[src/rtl/duck_sprite_draw.sv]
// rtl/duck_sprite_draw.sv - positioned, scaled, flippable, animated sprite pixel source
// Shadow attributes are only updated on frame_tick, so a frame is always drawn with one set of values.
module duck_sprite_draw #(
  parameter int SPR_W      = 68,
  parameter int SPR_H      = 64,
  parameter int NUM_FRAMES = 6,
  parameter int ADDR_W     = 15,
  parameter int IDX_W      = 4,
  parameter int TRANSP_IDX = 0,
  parameter int FRAME_DIV  = 8
) (
  input  logic              vga_clk,
  input  logic              reset,
  input  logic [9:0]        DrawX,
  input  logic [9:0]        DrawY,
  input  logic              blank,
  input  logic              frame_tick,
  input  logic [9:0]        pos_x,
  input  logic [9:0]        pos_y,
  input  logic [1:0]        scale_sh,
  input  logic              flip_h,
  input  logic              anim_start,
  input  logic              anim_stop,
  input  logic              anim_loop,
  output logic [ADDR_W-1:0] rom_address,
  input  logic [IDX_W-1:0]  rom_q,
  output logic [IDX_W-1:0]  pix_index,
  output logic              pix_on,
  output logic [2:0]        cur_frame,
  output logic              anim_busy,
  output logic              anim_done
);

  typedef enum logic [1:0] {S_IDLE, S_PLAY, S_DONE} state_t;

  localparam int              DIV_W      = (FRAME_DIV > 1) ? $clog2(FRAME_DIV) : 1;
  localparam logic [DIV_W-1:0] DIV_LAST  = DIV_W'(FRAME_DIV - 1);
  localparam logic [2:0]      LAST_FRAME = 3'(NUM_FRAMES - 1);

  state_t            state, state_nx;
  logic [2:0]        frame, frame_nx;
  logic [DIV_W-1:0]  div_cnt, div_nx;
  logic              done_nx;

  logic [9:0]        sh_x, sh_y;
  logic [1:0]        sh_scale;
  logic              sh_flip;
  logic [2:0]        sh_frame;

  logic [10:0]       dx, dy, span_w, span_h, u, v, col;
  logic              hit;
  logic [ADDR_W-1:0] addr_calc;
  logic              hit_e0, blank_e0, hit_e1, blank_e1;
  logic              opaque;

  // Render-side geometry, 11-bit so that edges near the screen limit never wrap.
  always_comb begin
    dx        = {1'b0, DrawX} - {1'b0, sh_x};
    dy        = {1'b0, DrawY} - {1'b0, sh_y};
    span_w    = 11'(SPR_W) << sh_scale;
    span_h    = 11'(SPR_H) << sh_scale;
    hit       = (DrawX >= sh_x) && (dx < span_w) && (DrawY >= sh_y) && (dy < span_h);
    u         = dx >> sh_scale;
    v         = dy >> sh_scale;
    col       = sh_flip ? (11'(SPR_W - 1) - u) : u;
    addr_calc = ADDR_W'(sh_frame) * ADDR_W'(SPR_W * SPR_H)
              + ADDR_W'(v) * ADDR_W'(SPR_W)
              + ADDR_W'(col);
  end

  assign opaque = hit_e1 && blank_e1 && (rom_q != IDX_W'(TRANSP_IDX));

  always_ff @(posedge vga_clk) begin
    if (reset) begin
      rom_address <= '0;
      hit_e0      <= 1'b0;
      blank_e0    <= 1'b0;
      hit_e1      <= 1'b0;
      blank_e1    <= 1'b0;
      pix_on      <= 1'b0;
      pix_index   <= '0;
    end else begin
      rom_address <= hit ? addr_calc : '0;
      hit_e0      <= hit;
      blank_e0    <= blank;
      hit_e1      <= hit_e0;
      blank_e1    <= blank_e0;
      pix_on      <= opaque;
      pix_index   <= opaque ? rom_q : '0;
    end
  end

  always_ff @(posedge vga_clk) begin
    if (reset) begin
      sh_x     <= '0;
      sh_y     <= '0;
      sh_scale <= '0;
      sh_flip  <= 1'b0;
      sh_frame <= '0;
    end else if (frame_tick) begin
      sh_x     <= pos_x;
      sh_y     <= pos_y;
      sh_scale <= scale_sh;
      sh_flip  <= flip_h;
      sh_frame <= frame;
    end
  end

  assign cur_frame = sh_frame;

  always_ff @(posedge vga_clk) begin
    if (reset) begin
      state     <= S_IDLE;
      frame     <= '0;
      div_cnt   <= '0;
      anim_done <= 1'b0;
    end else begin
      state     <= state_nx;
      frame     <= frame_nx;
      div_cnt   <= div_nx;
      anim_done <= done_nx;
    end
  end

  // Priority inside each state: start, then stop, then the tick step.
  always_comb begin
    state_nx = state;
    frame_nx = frame;
    div_nx   = div_cnt;
    done_nx  = 1'b0;
    case (state)
      S_IDLE: begin
        if (anim_start) begin
          state_nx = S_PLAY;
          frame_nx = '0;
          div_nx   = '0;
        end
      end
      S_PLAY: begin
        if (anim_start) begin
          frame_nx = '0;
          div_nx   = '0;
        end else if (anim_stop) begin
          state_nx = S_IDLE;
        end else if (frame_tick) begin
          if (div_cnt == DIV_LAST) begin
            div_nx = '0;
            if (frame == LAST_FRAME) begin
              if (anim_loop) begin
                frame_nx = '0;
              end else begin
                state_nx = S_DONE;
                done_nx  = 1'b1;
              end
            end else begin
              frame_nx = frame + 3'd1;
            end
          end else begin
            div_nx = div_cnt + DIV_W'(1);
          end
        end
      end
      S_DONE: begin
        if (anim_start) begin
          state_nx = S_PLAY;
          frame_nx = '0;
          div_nx   = '0;
        end else if (anim_stop) begin
          state_nx = S_IDLE;
        end
      end
      default: state_nx = S_IDLE;
    endcase
  end

  always_comb begin
    anim_busy = (state == S_PLAY);
  end

endmodule

[config.mk]
export PLATFORM = sky130hd
export DESIGN_NAME = duck_sprite_draw
export DESIGN_NICKNAME = d
export VERILOG_FILES = /design/src/rtl/duck_sprite_draw.sv
export SDC_FILE = /design/constraint.sdc
export NUM_CORES = 1
export LEC_CHECK = 0
export BUFFER_PORTS_ARGS = -buffer_cell sky130_fd_sc_hd__buf_4
export CORE_UTILIZATION = 50
export DETAILED_ROUTE_END_ITERATION = 12
export PLACE_DENSITY = 0.79
export SYNTH_ARGS = -nofsm -noshare
export SYNTH_HDL_FRONTEND = slang
export SYNTH_SLANG_ARGS = --single-unit
[constraint.sdc]
create_clock -name vga_clk -period 8.05 [get_ports vga_clk]
set_input_delay 0.4025 -clock vga_clk [delete_from_list [all_inputs] [get_ports vga_clk]]
set_output_delay 0.4025 -clock vga_clk [all_outputs]
set_load 0.005 [all_outputs]
==> results of run 1 <==
==> metal layers <==
metal	global-route usage [%]	up-vias
li1	-	2302
met1	29.9	2097
met2	39.2	115
met3	4.97	15
met4	6.39	0
met5	0	-
==> metrics by stage <==
| stage | worst slack (ns) | instance area [sq um] |
|---|---|---|
| after global placement | 2.60 | 5730 |
| after CTS | 2.46 | 5910 |
| after floorplan | 2.99 | 5120 |
| final | 2.45 | 5910 |
| after global routing | 1.99 | 5910 |
| after detailed placement | 2.40 | 5730 |
==> cell usage in the layout (no fill, tap or decap), drive strengths merged, types with 5 or more instances in the layout <==
cell type | Yosys | layout
a21o | 9 | 9
nand3 | 6 | 6
fa | 7 | 7
and2 | 8 | 8
xor2 | 14 | 14
buf | 15 | 79
o21a | 11 | 11
nor2b | 8 | 8
o21ai | 22 | 22
o211ai | 5 | 5
xnor2 | 23 | 23
nand2b | 6 | 6
mux2i | 44 | 44
clkbuf | 10 | 9
a21oi | 40 | 40
ha | 66 | 66
nand2 | 32 | 32
nor2 | 80 | 80
dfxtp | 59 | 59
nor4b | 6 | 6
nor3 | 22 | 22
inv | 48 | 50
==> logic make-up after synthesis <==
logic type	share of synthesized area (%)
and+or+nand+nor	18.7
AOI/OAI and AO/OA	17.0
buffers and inverters	6.45
adders and majority gates	18.9
DFF	23.1
muxes	9.62
xor gates and xnor gates	6.33
==> how the worst max path moves through the flow <==
stage	from	end	slack (ns)
global route	sh_y[2]	rom_address[14]	1.99
CTS	sh_x[1]	rom_address[14]	2.46
finish	sh_x[1]	rom_address[14]	2.45
floorplan	DrawY[0]	rom_address[14]	2.99
global placement	DrawY[2]	rom_address[14]	2.60
detailed placement	DrawX[2]	rom_address[14]	2.40
==> registers in the layout (all words and copies together) (netlist names), 2 cells and up <==
register / flops
frame: 3
sh_y: 10
sh_scale: 2
pix_index: 4
sh_x: 10
cur_frame: 3
div_cnt: 3
state: 2
rom_address: 15
==> where the power goes <==
part	total, uW	internal [uW]	switching [uW]
registers	309	302	7.88
clock network	249	114	136
logic	852	385	467
==> final cells by class <==
class                           count  area share [%]
Clock buffer                        9            2.10
Tap cell                          133            2.82
Timing Repair Buffer               79            10.0
Multi-Input combinational cell    480            61.1
Sequential cell                    59            20.0
Inverter                           48            3.05
Clock inverter                      7           0.889
==> critical path, stage by stage (launching register included) <==
cell and delay, ns:
dfxtp_1 0.39, inv_1 0.06, ha_1 0.28, nor2b_1 0.19, o31a_1 0.40, mux2_4 0.33, a211o_1 0.32, nor2_1 0.11
a21o_1 0.12, ha_1 0.17, inv_1 0.06, or4_1 0.51, xor2_1 0.16, ha_1 0.30, ha_1 0.35, nand2_1 0.07
o21ai_0 0.14, o31ai_1 0.38, a21oi_1 0.20, o41ai_1 0.37, xnor2_1 0.14, or3_1 0.32, a21oi_1 0.15
==> summary.md, run 1 <==
| Metric | Value |
|---|---|
| Final min period | roughly 5.6 ns |
| Antenna Violating Nets Remaining | 0 |
| Placed Cells | 799 |
| Synthesis-stage register bit count | 59 |
| Worst ir drop on vdd | 0.128 mV |
| DR iter-0 viols | approximately 230 |
| Clk Latency, worst-skew pair | roughly 0.35 ns |
| Register Area | 0.00118 sq mm |
| R2R Path End | rom_address[14] |
| Worst EP arrival | a little under 6 ns |
| Final Hold Vio Count | 0 |
| CTS buffer count | 9 |
| Die area | about 0.011 sq mm |
| GPL Wtd Cong | ~0.89 |
| # DRC | 0 |
| Port buffer count | between 70 and 80 |
| Clk_skew | between 0.007 and 0.008 ns |
| Count of pins over their slew limit | 0 |
| Largest fanout on the critical path | 8 |
| Reg2Reg Launch Point | sh_x[1] |
| Most instantiated cells after synthesis | nor2_1, ha_1, dfxtp_1, inv_1, mux2i_1 |
| Reg2Reg Depth | 22 |
| Multi-input gate area | between 0.003 and 0.004 sq mm |
| Net count reported at finish | ~800 |
| Fill cells | 860 |
| DR WL/cell | 14.4 um |
| CTS tree | built |
| Power Dens Cells | roughly 240 mW/mm^2 |
| Flop2flop setup slack | ~2.4 ns |
| I/O pin total | between 70 and 80 |
| Critical path startpoint category | flop |
| Detailed Place HPWL | approximately 9000 um |
| CTS clk-pin slew, worst paths | 0.08 ns |
| Met3 WL | between 500 and 600 um |
| Final setup vio count | 0 |
| RSZ-0062 raised after global routing | no |
| Synth area leader | dfxtp_1 |
| Max Used Layer | met4 |
| Core ar. | roughly 0.01 sq mm |
| Die height | between 100 and 150 um |
| Critical path endpoint category | flop |
| Metal2 WL | around 5700 um |
| Slew @ Worst Pin | ~0.79 ns |
| Outcome | completed |
| CTS hold repair buffers | 0 |
| EDFF count, synth | 0 |
| Area Growth Syn to Fin | 15.3% |
| Class of the worst hold path | input port to flop |
| Final Cycle Share | 69.6% |
| Layout cells sized above 1 | about 16% |
| Sequential share of the synthesized area | between 20% and 30% |
| Hold Path End | anim_done |
| Top post-synthesis cells by area | dfxtp_1, ha_1, mux2i_1 |
| H-tree Lvls | 3 |
| Largest net degree at the start of global routing | 42 |
| Initial antenna violation count | 0 |
| Mapped Cells | around 600 |
| Die W | 103 um |
| Max cap viols | 0 |
| Hold Path Depth | 2 |
| Initial cell density of the core | a little over 50% |
| Slew HR | a little under half |
| Final Total Pwr | between 1000 and 1500 uW |
| Unique cell type count in the Yosys netlist | 68 |
| Maximum buffer depth of the clock tree | 2 |
| WL met1 | 5370 um |
| Top FF cell, synth | dfxtp_1 |
| Syn nets | 739 |
| Fin util | between 50% and 60% |
| Worst Setup Path Type | flop to flop |
| Hold_ws | about 0.23 ns |
| Layout Cells excl Fill | a little over 800 |
| Clk root buf | clkbuf_8 |
| Vias per cell | about 5.6 |
| Overall Global Routing Usage | 23.2% |
| Leak | 0.00275 uW |
| Post-CTS Resized | 0 |
| 1st-pass router iterations | 5 |
| Ys async rst share | 0% |
| Post-CTS Setup Inserts | 0 |
| Most common cell in the netlist | nor2_1 |
| # diodes | 0 |
| Global-route wire length before repair | slightly below 20,000 um |
| Clock net sink count | a little under 60 |
| Vias after detailed routing | ~4,500 |
| Yosys warns | 0 |
| Mapped cell area | just over 0.005 sq mm |
| Vias in the first global route | approximately 4,200 |
| Worst Path Required | roughly 8.3 ns |
| Max Freq | around 0.18 GHz |
| Hold Crit Start | anim_stop |
| Row cnt | 36 |
| Global route total overflow | 0 |
| Detailed Route WL | between 10,000 and 15,000 um |
| Post-synth top area share | between 20% and 30% |
| Avg Inst Size Synth | 8.37 sq um |
| Total negative slack | 0 ns |
Power figures use the tool's default switching activity.
==> inputs of run 2 (changes only) <==
--- a/config.mk
+++ b/config.mk
@@ -8,7 +8,7 @@
 export BUFFER_PORTS_ARGS = -buffer_cell sky130_fd_sc_hd__buf_4
 export CORE_UTILIZATION = 50
 export DETAILED_ROUTE_END_ITERATION = 12
-export PLACE_DENSITY = 0.79
+export PLACE_DENSITY = 0.81
 export SYNTH_ARGS = -nofsm -noshare
 export SYNTH_HDL_FRONTEND = slang
 export SYNTH_SLANG_ARGS = --single-unit
==> constraint.sdc (replaced) <==
create_clock -name vga_clk -period 4.5 [get_ports vga_clk]
set_input_delay 0.225 -clock vga_clk [delete_from_list [all_inputs] [get_ports vga_clk]]
set_output_delay 0.225 -clock vga_clk [all_outputs]
set_load 0.005 [all_outputs]
==> summary.md, run 2 (same netlist as run 1, synthesis figures left out) <==
| Metric | Value |
|---|---|
| Outcome | complete, but fails checks |
| Failing checks | setup timing |
| Buf/Inv on CP | 1 (-1) |
| CTS hold repair buffers | 0 (unchanged) |
| Layout cells sized above 1 | 34.8% (+19 points) |
| Detailed Route WL | 14,700 um (+26%) |
| Worst ir drop on vdd | 0.516 mV (+300%) |
| Detailed Place HPWL | 10,800 um (+17%) |
| Die height | 103 um (unchanged) |
| I/O pin total | 79 (unchanged) |
| Internal power | 2190 uW (+170%) |
| Logic pwr share | 71.3% (+11 points) |
| Vias per cell | 5.51 (-0.86%) |
| Antenna Violating Nets Remaining | 0 (unchanged) |
| Final worst slack | -0.703 ns (-3.15 ns) |
| Hold_ws | 0.0514 ns (-0.180 ns) |
| Biggest registers after layout | rom_address: 15 flops, sh_x: 10 flops, sh_y: 10 flops |
| Class of the worst hold path | input port to flop |
| Crit-path leading delay family | adder cells |
| Final setup vio count | 7 (+7) |
| Fill cells | 694 (-19%) |
| Global route total overflow | 0 (unchanged) |
| DR iter-0 viols | 362 (+57%) |
| Clk network pwr share | 13.9% (-3.8 points) |
| Slowest-stage cell, CP | ha_1 |
| Worst EP arrival | 5.48 ns (-0.39 ns) |
| Clk Latency, worst-skew pair | 0.36 ns (about the same) |
| # DRC | 0 (unchanged) |
| Die W | 103 um (unchanged) |
| Commonest non-fill, non-tap cell in the layout | buf_4 |
| Switching share of power | 41.3% (-2.0 points) |
| Die area | 0.0107 sq mm (unchanged) |
| CTS tree | built |
| GPL Wtd Cong | 0.885 (-0.61%) |
| Row cnt | 36 (unchanged) |
| Clock net sink count | 59 (unchanged) |
| Final min period | 5.20 ns (-0.400 ns) |
| Net count reported at finish | 926 (+15%) |
| Clk root buf | clkbuf_8 |
| Final Hold Vio Count | 0 (unchanged) |
| Core ar. | 0.00986 sq mm (unchanged) |
| Max cap viols | 0 (unchanged) |
| Worst Path Required | 4.77 ns (-3.54 ns) |
| Leak | 0.00341 uW (+24%) |
| Slew @ Worst Pin | 0.658 ns (-0.129 ns) |
| Area Growth Syn to Fin | 40.0% |
| Initial cell density of the core | 51.9% (unchanged) |
| DP Worst Slack | -0.677 ns (-3.07 ns) |
| # diodes | 0 (unchanged) |
| Critical path startpoint category | flop |
| 1st-pass router iterations | 5 (unchanged) |
| Slew HR | 56.0% (+8.6 points) |
| Final Cycle Share | 116% (+46 points) |
| Critical path endpoint category | flop |
| Port buffer count | 78 (unchanged) |
| Max Freq | 0.192 GHz (+7.7%) |
| Flop2flop setup slack | -0.70 ns (-3.15 ns) |
| Clk_skew | 0.0113 ns (+0.00339 ns) |
| Maximum buffer depth of the clock tree | 2 (unchanged) |
| Initial antenna violation count | 0 (unchanged) |
| Largest fanout on the critical path | 2 (-6) |
| Switching Power | 1540 uW (+150%) |
| CTS buffer count | 9 (unchanged) |
| Number of flip-flops in the largest register | 15 (unchanged) |
| Global-route wire length before repair | 23,200 um (+20%) |
| Worst Setup Path Type | flop to flop |
| Vias after detailed routing | 5,162 (+14%) |
| Power Dens Cells | 520 mW/mm^2 (+120%) |
| CTS clk-pin slew, worst paths | 0.08 ns (about the same) |
| Most frequent cells in the layout | buf_4, nor2_1, ha_1 |
| Fin util | 72.7% (+13 points) |
| Vias in the first global route | 5,149 (+22%) |
| Top reg by flops | rom_address |
| Count of pins over their slew limit | 0 (unchanged) |
| Share of power burned in registers | 14.8% (-7.1 points) |
| Overall Global Routing Usage | 28.1% (+4.9 points) |
| DR WL/cell | 15.7 um (+9.2%) |
| Largest stage delay on the critical path | 0.37 ns (-0.14 ns) |
| H-tree Lvls | 3 (unchanged) |
| RSZ-0062 raised after global routing | yes |
| Largest net degree at the start of global routing | 42 (unchanged) |
## run 2: final cells by class
class,instances,area (sq um),share of cell area (%)
Tap cell,133,166,2.32
Clock inverter,7,76.3,1.06
Sequential cell,59,1180,16.5
Inverter,48,180,2.51
Timing Repair Buffer,201,1530,21.3
Multi-Input combinational cell,480,3910,54.6
Clock buffer,9,124,1.73
## run 2: metal layers
metal,up-vias,global-route usage (%),wire (um),share of wire [%]
li1,2534,-,-,-
met1,2416,33.8,6160,42
met2,167,49.8,7430,50
met3,45,4.23,663,4.5
met4,0,12.4,466,3.2
met5,-,0,0,0
## run 2: metrics by stage
stage / total power (uW) / TNS, ns / std cells / instance area (sq um)
2_1_floorplan: 1890 / -0.210 / 612 / 5240
3_3_place_gp: 2590 / -1.15 / 912 / 6690
5_1_grt: 3980 / -4.16 / 937 / 7170
3_5_place_dp: 2680 / -1.89 / 912 / 6690
4_1_cts: 3420 / -1.45 / 933 / 7010
6_report: 3730 / -2.73 / 937 / 7170
## run 2: what timing repair did
item,CTS,global route
pin swaps,19,15
setup endpoints to repair,5,7
setup buffers,6,4
resized for setup,17,23
## run 2: power groups by stage
stage / sequential, uW / combinational, uW / clock [uW]
after global placement: 563 / 2020 / 0
after detailed placement: 564 / 2110 / 0
final: 552 / 2660 / 519
after global routing: 554 / 2870 / 548
after CTS: 551 / 2350 / 523
after floorplan: 560 / 1330 / 0
## run 2: worst paths after layout
kind / startpoint / depth (start not counted) / end
worst min-delay path: anim_stop / 2 / state[1]
worst max register to register: sh_y[0] / 27 / rom_address[14]
worst min register to register: blank_e0 / 1 / blank_e1
worst max-delay path: sh_y[0] / 27 / rom_address[14]
==> inputs of run 3 (changes only) <==
--- a/config.mk
+++ b/config.mk
@@ -6,6 +6,7 @@
 export NUM_CORES = 1
 export LEC_CHECK = 0
 export BUFFER_PORTS_ARGS = -buffer_cell sky130_fd_sc_hd__buf_4
+export CORE_ASPECT_RATIO = 1.2
 export CORE_UTILIZATION = 50
 export DETAILED_ROUTE_END_ITERATION = 12
 export PLACE_DENSITY = 0.81
==> summary.md, run 3 (same netlist as run 1, synthesis figures left out) <==
| Metric | Value |
|---|---|
| Die area | 0.0107 sq mm (about the same) |
| DR WL/cell | 17.0 um (+7.9%) |
| Initial cell density of the core | 51.2% (-0.75 points) |
| Clk Latency, worst-skew pair | 0.34 ns (-0.02 ns) |
| Total negative slack | -1.68 ns (+1.04 ns) |
| Clock net sink count | 59 (unchanged) |
| Hold Path Depth | 2 (unchanged) |
| Outcome | complete, but fails checks |
| Switching Power | 1610 uW (+4.5%) |
| Max Freq | 0.191 GHz (-0.87%) |
| Post-layout instance area | 0.00749 sq mm (+4.4%) |
| # DRC | 0 (unchanged) |
| Worst EP arrival | 5.51 ns (+0.03 ns) |
| Port buffer count | 78 (unchanged) |
| Placed Cells | 902 (-1.1%) |
| Global-route wire length before repair | 24,500 um (+5.5%) |
| Slew HR | 53.5% (-2.5 points) |
| Row cnt | 40 (+11%) |
| I/O pin total | 79 (unchanged) |
| R2R Path End | rom_address[14] |
| Worst Setup Path Type | flop to flop |
| Final Hold Vio Count | 0 (unchanged) |
| Most frequent cells in the layout | buf_4, nor2_1, dfxtp_1 |
| GPL Wtd Cong | 0.900 (+1.7%) |
| Critical path startpoint category | flop |
| Internal power | 2470 uW (+13%) |
| Hold_ws | 0.0685 ns (+0.0171 ns) |
| Die height | 113 um (+9.4%) |
| Die W | 94.4 um (-8.5%) |
| CTS clk-pin slew, worst paths | 0.06 ns (-0.02 ns) |
| Logic pwr share | 68.8% (-2.5 points) |
| Flop2flop setup slack | -0.75 ns (-0.05 ns) |
| Final worst slack | -0.749 ns (-0.0455 ns) |
| Final Total Pwr | 4080 uW (+9.3%) |
| Slew @ Worst Pin | 0.695 ns (+0.0374 ns) |
| Final Cycle Share | 117% (+1.0 points) |
| Commonest non-fill, non-tap cell in the layout | buf_4 |
| Top reg by flops | rom_address |
| CTS buffer count | 9 (unchanged) |
| Maximum buffer depth of the clock tree | 2 (unchanged) |
| Reg2Reg Depth | 26 (-3.7%) |
| Failing checks | setup timing |
| Number of flip-flops in the largest register | 15 (unchanged) |
| Antenna Violating Nets Remaining | 0 (unchanged) |
| Detailed Place HPWL | 10,700 um (-1.1%) |
| Hold Crit Start | anim_stop |
| Leak | 0.00351 uW (+3.0%) |
| CTS tree | built |
| Final min period | 5.25 ns (+0.0455 ns) |
| H-tree Lvls | 3 (unchanged) |
| Area Growth Syn to Fin | 46.1% |
| Vias per cell | 5.77 (+4.8%) |
| Largest fanout on the critical path | 3 (+1) |
| Detailed Route WL | 15,900 um (+7.8%) |
| CTS hold repair buffers | 0 (unchanged) |
| Core ar. | 0.0100 sq mm (+1.5%) |
| Clk_skew | 0.00642 ns (-0.00488 ns) |
| Largest net degree at the start of global routing | 42 (unchanged) |
| Net count reported at finish | 932 (+0.65%) |
| DR iter-0 viols | 370 (+2.2%) |
| Power Dens Cells | 545 mW/mm^2 (+4.8%) |
| Max cap viols | 0 (unchanged) |
| Final setup vio count | 6 (-1) |
| Multi-input gate area | 0.00406 sq mm (+3.7%) |
| # diodes | 0 (unchanged) |
| Biggest registers after layout | rom_address: 15 flops, sh_x: 10 flops, sh_y: 10 flops |
| Vias in the first global route | 5,380 (+4.5%) |
| Hold Path End | state[1] |
| Switching share of power | 39.5% (-1.8 points) |
| Clk network pwr share | 17.7% (+3.8 points) |
| Worst Path Required | 4.76 ns (about the same) |
| Worst ir drop on vdd | 0.328 mV (-36%) |
| Layout Cells excl Fill | 936 (-0.11%) |
| Reg2Reg Launch Point | sh_y[2] |
| Overall Global Routing Usage | 29.2% (+1.0 points) |
| Global route total overflow | 0 (unchanged) |
| Layout cells sized above 1 | 38.6% (+3.8 points) |
| RSZ-0062 raised after global routing | yes |
| Register Area | 0.00119 sq mm (+0.21%) |
| Share of power burned in registers | 13.5% (-1.3 points) |
| Placed cell areas | 0.00669 sq mm (about the same) |
| Initial antenna violation count | 0 (unchanged) |
| Fill cells | 674 (-2.9%) |
| Clk root buf | clkbuf_16 |
| Class of the worst hold path | input port to flop |
| Vias after detailed routing | 5,405 (+4.7%) |
| 1st-pass router iterations | 5 (unchanged) |
| Critical path endpoint category | flop |
| Count of pins over their slew limit | 0 (unchanged) |
-- run 3: final cells by class --
cell class / count / share of cell area (%)
flip-flops and latches: 59 / 15.8
multi-input cells: 480 / 54.2
repair buffers: 207 / 21.3
clock buffers: 9 / 3.01
clock inverters: 7 / 1.14
inverters: 48 / 2.41
well taps: 126 / 2.11
-- run 3: metal layers --
layer,global-route usage (%),vias to the layer above,share of wire [%]
li1,-,2547,-
met5,0,-,0
met2,50.3,253,51
met1,31.9,2524,38
met4,18.7,0,4.6
met3,6.25,81,5.6
-- run 3: worst max-delay path, stage by stage, from the launching register on --
cell and delay, ns:
dfxtp_2 0.34, inv_2 0.05, ha_4 0.21, nor2b_2 0.15, o21ai_2 0.20, a21oi_4 0.11
o41ai_4 0.36, o21ai_1 0.18, buf_4 0.18, nor2_2 0.13, a21oi_2 0.07, mux2i_1 0.24
ha_1 0.30, ha_1 0.37, a21o_1 0.22, a21oi_2 0.19, o21bai_1 0.13, a21oi_2 0.19
xnor2_1 0.15, ha_1 0.28, ha_4 0.29, a21oi_2 0.04, nor2_1 0.12, o41ai_2 0.09
xnor2_1 0.13, or3_1 0.32, a21oi_2 0.11
-- run 3: worst max path at each step --
| stage | cells past startpoint | startpoint | slack (ns) | endpoint |
|---|---|---|---|---|
| floorplan | 22 | sh_y[0] | -0.21 | rom_address[14] |
| finish | 26 | sh_y[2] | -0.75 | rom_address[14] |
| global route | 25 | sh_y[0] | -0.93 | rom_address[14] |
| detailed placement | 28 | DrawY[0] | -0.69 | rom_address[14] |
| CTS | 26 | sh_y[0] | -0.44 | rom_address[14] |
| global placement | 26 | DrawY[0] | -0.50 | rom_address[14] |
-- run 3: metrics by stage --
| step | util (%) | setup WS, ns |
|---|---|---|
| 6_report | 74.8 | -0.749 |
| 5_1_grt | 74.8 | -0.931 |
| 4_1_cts | 72.7 | -0.438 |
| 3_5_place_dp | 66.8 | -0.690 |
| 3_3_place_gp | 66.8 | -0.502 |
| 2_1_floorplan | - | -0.210 |
-- run 3: power by group through the flow --
stage | sequential [uW] | clock [uW] | combinational [uW]
after floorplan | 560 | 0 | 1330
after global placement | 562 | 0 | 2020
after detailed placement | 563 | 0 | 2110
after CTS | 551 | 732 | 2440
after global routing | 553 | 760 | 3040
final | 552 | 723 | 2810
-- run 3: what timing repair did --
item | 4_1_cts | 5_1_grt
pin swaps | 43 | 4
endpoints found under the setup margin | 6 | 7
setup buffers | 12 | 10
endpoints found under the hold margin | 0 | 0
gates resized for setup | 40 | 34
cloned | 0 | 0
